--- src/rtl/pipe_stage_buffer.sv ---
// pipe_stage_buffer: inter-stage pipeline register with valid/ready, 2-entry skid, stall, flush and flush counter
module pipe_stage_buffer #(
    parameter int INSTR_W  = 32,
    parameter int CTRL_W   = 15,
    parameter int DATA_W   = 32,
    parameter int NUM_DATA = 3,
    parameter int CNT_W    = 8
) (
    input  logic                       clk,
    input  logic                       rst,
    input  logic                       go,
    input  logic                       clear,
    input  logic                       in_valid,
    output logic                       in_ready,
    input  logic [INSTR_W-1:0]         in_instruction,
    input  logic [CTRL_W-1:0]          in_ctrl,
    input  logic [NUM_DATA*DATA_W-1:0] in_data,
    output logic                       out_valid,
    input  logic                       out_ready,
    output logic [INSTR_W-1:0]         out_instruction,
    output logic [CTRL_W-1:0]          out_ctrl,
    output logic [NUM_DATA*DATA_W-1:0] out_data,
    output logic [CNT_W-1:0]           flush_cnt
);
    localparam int PW = INSTR_W + CTRL_W + NUM_DATA * DATA_W;
    typedef enum logic [1:0] {EMPTY, ONE, FULL} state_t;
    state_t state, state_nx;
    logic [PW-1:0] main_q, skid_q, in_p;
    logic main_valid, skid_valid, push, pop;
    logic [CNT_W:0] cnt_sum;
    assign main_valid = state != EMPTY;
    assign skid_valid = state == FULL;
    assign in_ready = go & ~clear & ~skid_valid;
    assign out_valid = go & ~clear & main_valid;
    assign push = in_valid & in_ready;
    assign pop = out_valid & out_ready;
    assign in_p = {in_instruction, in_ctrl, in_data};
    assign {out_instruction, out_ctrl, out_data} = main_q;
    // one extra bit catches overflow so the count saturates instead of wrapping
    assign cnt_sum = {1'b0, flush_cnt} + (CNT_W+1)'(main_valid) + (CNT_W+1)'(skid_valid);
    always_comb begin
        state_nx = clear ? EMPTY :
                   state == EMPTY ? (push ? ONE : EMPTY) :
                   state == ONE ? ((push & ~pop) ? FULL : (pop & ~push) ? EMPTY : ONE) :
                   (pop ? ONE : FULL);
    end
    always_ff @(posedge clk) begin
        state <= rst ? EMPTY : state_nx;
    end
    always_ff @(posedge clk) begin
        if (rst || clear) begin
            main_q <= '0;
            skid_q <= '0;
        end else begin
            if (push && (!main_valid || pop))
                main_q <= in_p;
            else if (pop && skid_valid)
                main_q <= skid_q;
            if (push && main_valid && !pop)
                skid_q <= in_p;
        end
    end
    always_ff @(posedge clk) begin
        if (rst)
            flush_cnt <= '0;
        else if (clear)
            flush_cnt <= cnt_sum[CNT_W] ? {CNT_W{1'b1}} : cnt_sum[CNT_W-1:0];
    end
endmodule
--- config.mk ---
export PLATFORM = sky130hd
export DESIGN_NAME = pipe_stage_buffer
export DESIGN_NICKNAME = d
export VERILOG_FILES = /design/src/rtl/pipe_stage_buffer.sv
export SDC_FILE = /design/constraint.sdc
export NUM_CORES = 1
export LEC_CHECK = 0
export BUFFER_PORTS_ARGS = -buffer_cell sky130_fd_sc_hd__buf_4
export CAP_MARGIN = 0
export CORE_MARGIN = 4
export CORE_UTILIZATION = 45
export CTS_CLUSTER_DIAMETER = 60
export DETAILED_ROUTE_END_ITERATION = 8
export PLACE_DENSITY = 0.77
export SETUP_SLACK_MARGIN = 0.1
export SLEW_MARGIN = 10
export SYNTH_ARGS = -nofsm -noshare
export SYNTH_HDL_FRONTEND = slang
export SYNTH_SLANG_ARGS = --single-unit
--- constraint.sdc ---
create_clock -name clk -period 2.5 [get_ports clk]
set_clock_uncertainty 0.1 [all_clocks]
set_input_delay 0 -clock clk [delete_from_list [all_inputs] [get_ports clk]]
set_output_delay 0 -clock clk [all_outputs]
set_load 0.02 [all_outputs]
==> results of run 1 <==
worst reg2reg max path, stage by stage, from the launching register on:
cell       delay [ns]
dfxtp_1          0.61
nand2_4          0.12
buf_4            0.39
a2111oi_0        0.81
a311oi_1         0.13
timing repair:
| action | in CTS | in global routing |
|---|---|---|
| hold buffers | 147 | 0 |
| endpoints found under the hold margin | 296 | 0 |
| setup endpoints to repair | 0 | 0 |
metal layers:
metal	global-route usage (%)	wire length, um	vias to the layer above
li1	-	-	6834
met4	9.20	1350	0
met5	0	0	-
met1	38.1	19800	7294
met2	43.9	22900	1040
met3	6.42	5410	114
power by group through the flow:
stage / Sequential [mW] / Combinational, mW / Clock, mW
after CTS: 4.81 / 1.10 / 5.17
final: 4.81 / 1.12 / 5.09
after detailed placement: 4.91 / 0.908 / 0
after global placement: 4.91 / 0.898 / 0
after floorplan: 4.96 / 0.387 / 0
after global routing: 4.81 / 1.18 / 5.37
path summary, 6_finish.rpt:
path              slack, ns  depth (start not counted)           to
setup / recovery       0.17                          4  main_q[120]
hold / removal         0.14                          4     state[0]
setup reg to reg       0.17                          4  main_q[120]
hold reg to reg        0.37                          2    skid_q[6]
layout make-up:
| class | count | area share (%) |
|---|---|---|
| clock buffer | 47 | 5.46 |
| multi-input combinational | 1056 | 35.6 |
| sequential | 296 | 32.3 |
| clock inverter | 16 | 0.840 |
| inverter | 4 | 0.137 |
| timing repair buffer | 486 | 23.0 |
| antenna | 1 | 0.0137 |
| tap | 384 | 2.62 |
cell usage in the layout, fill, tap and decap left out, drive strengths merged, types with 3 or more instances in the layout:
master	instances
inv	8
buf	338
a2111oi	143
clkinv	8
dlygate4sd3	147
nor3	6
nand3	290
o21ai	288
clkbuf	48
a311oi	143
dfxtp	296
nand2	3
a21oi	150
logic make-up after synthesis:
family | count (synthesis) | share of synthesized area, %
flops | 296 | 44.2
fa+ha+maj | 1 | 0.0933
xor+xnor | 1 | 0.0653
compound gates | 735 | 35.7
buf+inv | 244 | 7.72
mux | 2 | 0.149
simple gates | 317 | 12.1
state kept, by name (all words and copies together), names as in the netlist:
register and cells:
main_q 143, skid_q 143, state 2, flush_cnt 8
metrics by stage:
| stage | power (mW) | setup WS, ns | instances | cell area, um2 | hold WS, ns |
|---|---|---|---|---|---|
| floorplan | 5.35 | 0.712 | 1596 | 13400 | 0.0477 |
| global placement | 5.81 | 0.434 | 2079 | 15700 | 0.157 |
| detailed placement | 5.82 | 0.317 | 2079 | 15700 | 0.163 |
| CTS | 11.1 | 0.307 | 2289 | 18300 | 0.122 |
| global route | 11.4 | 0.112 | 2290 | 18300 | 0.142 |
| finish | 11.0 | 0.167 | 2290 | 18300 | 0.140 |
==> metrics.txt, run 1 <==
status complete, no violations; initial antenna violation count 1; crit path from state[0]; CP max FO 83; fraction of registers with async set/reset 0%; Req. time, crit path 2.74 ns; RSZ-0062 raised after global routing no; Gate power share 10.2%; first-pass GRT wire length 78000 um; static leakage 5.97 nW; Tot GR Track Use 27.9%; Sw Ratio 24.8%; CP startpoint kind flop; fmax 0.429 GHz; post_cts resized 0; Starting DRT DRC Count 2059; Hold WC Path Type input port to flop; setup TNS 0 ns; CTS H-tree lvls 2; sequential cell area 5930 um2; critical path's largest stage delay 0.72 ns; number of port buffers 301; ratio of final minimum period to clock period 93.3%; root buf cell clkbuf_16; number of synthesized flops with an enable pin 0; Crit path arrival time 2.57 ns; I/O pin count 302; clk slew on worst S/H paths 0.06 ns; FF-to-FF Start state[0]; final hold vios 0; HP Start go; clk_lat worst skew 0.51 ns; Int Power 8.29 mW; total congestion overflow 0; max_slew headroom 34.4%; ranking of synthesized cells by area dfxtp_1 44%, nand3_1 11%, o21ai_0 11%; Syn Area/Cell 8.40 um2; layout cells sized above 1 21.5%; core area 29000 um2; drt drc 0; worst slew pin tran 0.983 ns; row count 62; total vias in the final route 15282; Critical Path Sink Type flop; Mapped Cells 1596; crit-path cells nand2_4 -> buf_4 -> a2111oi_0 -> a311oi_1; P&R area growth vs syn 36.6%; most numerous cell in the Yosys netlist dfxtp_1; Slew Limit Fails 0; TritonCTS Sinks 296; Worst Path Buf+Inv 1; final setup fails 0; Synth Cell Area 13400 um2; total CTS buffers 35; Clock power frac 46.2%; Synth cell types 40; post-synth top area cell dfxtp_1; largest net degree at the start of global routing 151; postcts setup bufs 0; Slowest-stage cell, CP a2111oi_0; Final GP Congestion 0.840; Bufs on Longest Clock Path 3; CTS tree yes; Post-Route WL 49400 um; die area 32600 um2; Crit path max-delay family compound AO/OA/AOI/OAI gates; VDD IR max 0.371 mV; Via density 6.67; Avg WL per Cell 21.6 um; antenna-violating nets left 0; nets 2029; number of max-cap violations 0; vias in the first global route 14621; Initial Utilization 46.2%; Psw 2.73 mW; multi-input logic area 6520 um2; filler instances 2321; post-layout util 63.2%; Chip Height 181 um; syn_nets 1746; part of the Yosys area used for sequential elements 44.2%; Top FF cell, synth dfxtp_1; drt first pass iters 6; P per Cell Area 601 nW/um2; Yosys top cell area share 44.2%; Sequential Power Share 43.6%; post-DP HPWL 26200 um; Seq cells post-synth 296; CP Class flop to flop; top post-synthesis cells by count 296 x dfxtp_1, 290 x nand3_1, 288 x o21ai_0, 197 x clkbuf_1, 150 x a21oi_1; Chip Width 181 um; Syn. warnings 0; crit path time final 2.33 ns
(Power assumes the default switching activity.)
==> inputs of run 2 (changes only) <==
CELL_PAD_IN_SITES_DETAIL_PLACEMENT = 1   (was unset)
CELL_PAD_IN_SITES_GLOBAL_PLACEMENT = 1   (was unset)
CORE_UTILIZATION = 40   (was 45)
CTS_CLUSTER_DIAMETER = 30   (was 60)
PLACE_DENSITY = 0.89   (was 0.77)
==> run 2 against run 1 <==
Compared with the run above: sequential power about the same; core utilization decreased by 2.6 points; wire length increased by 35%; fmax increased by 1.5%; register-to-register slack improved by 0.04 ns; hold slack improved by 0.0021 ns; cell count increased by 5.8%; sequential share of layout area decreased by 2.5 points; critical path depth increased by 2; flip-flop and latch count unchanged; global-route usage increased by 6.9 points; critical path type unchanged; largest power group unchanged.
==> metrics.txt, run 2 (same netlist as run 1, synthesis figures left out) <==
clk_lat worst skew 0.57 ns (+0.06 ns); P&R area growth vs syn 48.0%; vias in the first global route 17121 (+17%); total congestion overflow 0 (unchanged); grt met2 use 59.2% (+15 points); fmax 0.435 GHz (+1.5%); Final GP Congestion 0.864 (+2.9%); largest registers main_q: 143 flops, skid_q: 143 flops, flush_cnt: 8 flops; Worst Path Buf+Inv 1 (unchanged); P per Cell Area 805 nW/um2 (+34%); M1 GR Usage 41.5% (+3.4 points); RSZ-0062 raised after global routing no; Slowest-stage cell, CP mux2i_1; antenna-violating nets left 0 (unchanged); Req. time, crit path 2.89 ns (+0.15 ns); static leakage 6.65 nW (+11%); root buf cell clkbuf_16; worst slew pin tran 0.978 ns (-0.00521 ns); Inst Count DP 2139 (+2.9%); clk slew on worst S/H paths 0.06 ns (about the same); Chip Height 191 um (+5.8%); crit path time final 2.30 ns (-0.0351 ns); met3 Use GR 6.61% (+0.19 points); post-DP HPWL 30600 um (+17%); Crit path max-delay family simple AND/OR/NAND/NOR gates; Most Used Layer, Global Route met2; CTS H-tree lvls 3 (+1); Final Non-Filler Cells 2422 (+5.8%); Post-Route WL 66800 um (+35%); Initial Utilization 40.9% (-5.3 points); most common cell after layout, fill and taps aside buf_4; Slew Limit Fails 0 (unchanged); Avg WL per Cell 27.6 um (+28%); Final Power 16.0 mW (+45%); CP startpoint kind flop; Critical Path Sink Type flop; setup TNS 0 ns (unchanged); number of port buffers 301 (unchanged); die area 36500 um2 (+12%); drt drc 0 (unchanged); status complete, no violations; final hold vios 0 (unchanged); CP max FO 11 (-87%); Crit path arrival time 2.68 ns (+0.11 ns); total vias in the final route 16440 (+7.6%); TritonCTS Sinks 296 (unchanged); post-layout util 60.5% (-2.6 points); Chip Width 191 um (+5.8%); drt first pass iters 5 (-1); crit-path cells mux2i_1 -> inv_1 -> ha_1 -> and3_1 -> and4_1 -> nor3_1; most frequent cells in the layout 323 x buf_4, 295 x dfxtp_1, 290 x nand3_1; ratio of final minimum period to clock period 91.9% (-1.4 points); Hold WC Path Type input port to flop; Starting DRT DRC Count 1843 (-10%); initial antenna violation count 7 (+6); Tot GR Track Use 34.9% (+6.9 points); nets 2068 (+1.9%); critical path's largest stage delay 0.50 ns (-0.22 ns); Bufs on Longest Clock Path 3 (unchanged); CP Class flop to flop; I/O pin count 302 (unchanged); largest net degree at the start of global routing 179 (+19%); CTS tree yes; row count 66 (+6.5%); max_slew headroom 34.8% (+0.35 points); Via density 6.79 (+1.7%); VDD IR max 0.471 mV (+27%); number of max-cap violations 0 (unchanged); final setup fails 0 (unchanged); total CTS buffers 70 (+100%); layout cells sized above 1 24.1% (+2.5 points); core area 32800 um2 (+13%); first-pass GRT wire length 103000 um (+32%)
-- run 2: cell types whose count changed in the layout (fill, tap and decap cells not counted), moves of 4 or more --
cell / before / now
clkbuf_16: 35 / 71
bufinv_16: 2 / 13
clkbuf_1: 4 / 9
diode_2: 1 / 6
clkinv_4: 1 / 5
clkinvlp_4: 2 / 6
-- run 2: final timing paths --
path,startpoint,to,slack [ns],cells after the start
min,rst,flush_cnt[5],0.14,3
max,state[0],flush_cnt[4],0.20,6
min reg2reg,skid_q[133],main_q[133],0.37,2
max reg2reg,state[0],flush_cnt[4],0.20,6
-- run 2: power by group --
part,switching (mW),internal [mW]
clock,3.15,6.80
combinational,0.708,0.485
sequential,0.0435,4.79
total,3.90,12.1
-- run 2: area by class of cell --
type | instances | area (um2)
clock buffers | 88 | 1920
flip-flops and latches | 296 | 5930
inverters | 4 | 25.0
clock inverters | 40 | 597
well taps | 442 | 553
multi-input cells | 1056 | 6520
repair buffers | 490 | 4290
fillers | 3672 | 12900
diodes | 6 | 15.0
-- run 2: per-layer routing --
metal | wire length [um] | part of all wire [%]
met1 | 25000 | 37
met2 | 32800 | 49
met3 | 5280 | 7.9
met4 | 3750 | 5.6
met5 | 12 | 0.018
-- run 2: timing repair --
item | CTS | global route
hold endpoints to repair | 296 | 0
buffers inserted | 0 | 2
hold buffers | 147 | 0
setup endpoints to repair | 0 | 15
resized for setup | 0 | 1
-- run 2: through the flow --
step	cell area, um2	hold slack [ns]	setup WS, ns
detailed placement	15800	0.161	0.292
global placement	15800	0.157	0.411
finish	19800	0.143	0.202
floorplan	13400	0.0477	0.712
CTS	19800	0.106	0.201
global route	19800	0.156	0.134
-- run 2: worst min-delay path, stage by stage --
cell           delay, ns
dlygate4sd3_1       0.53
buf_4               0.18
a211oi_1            0.06
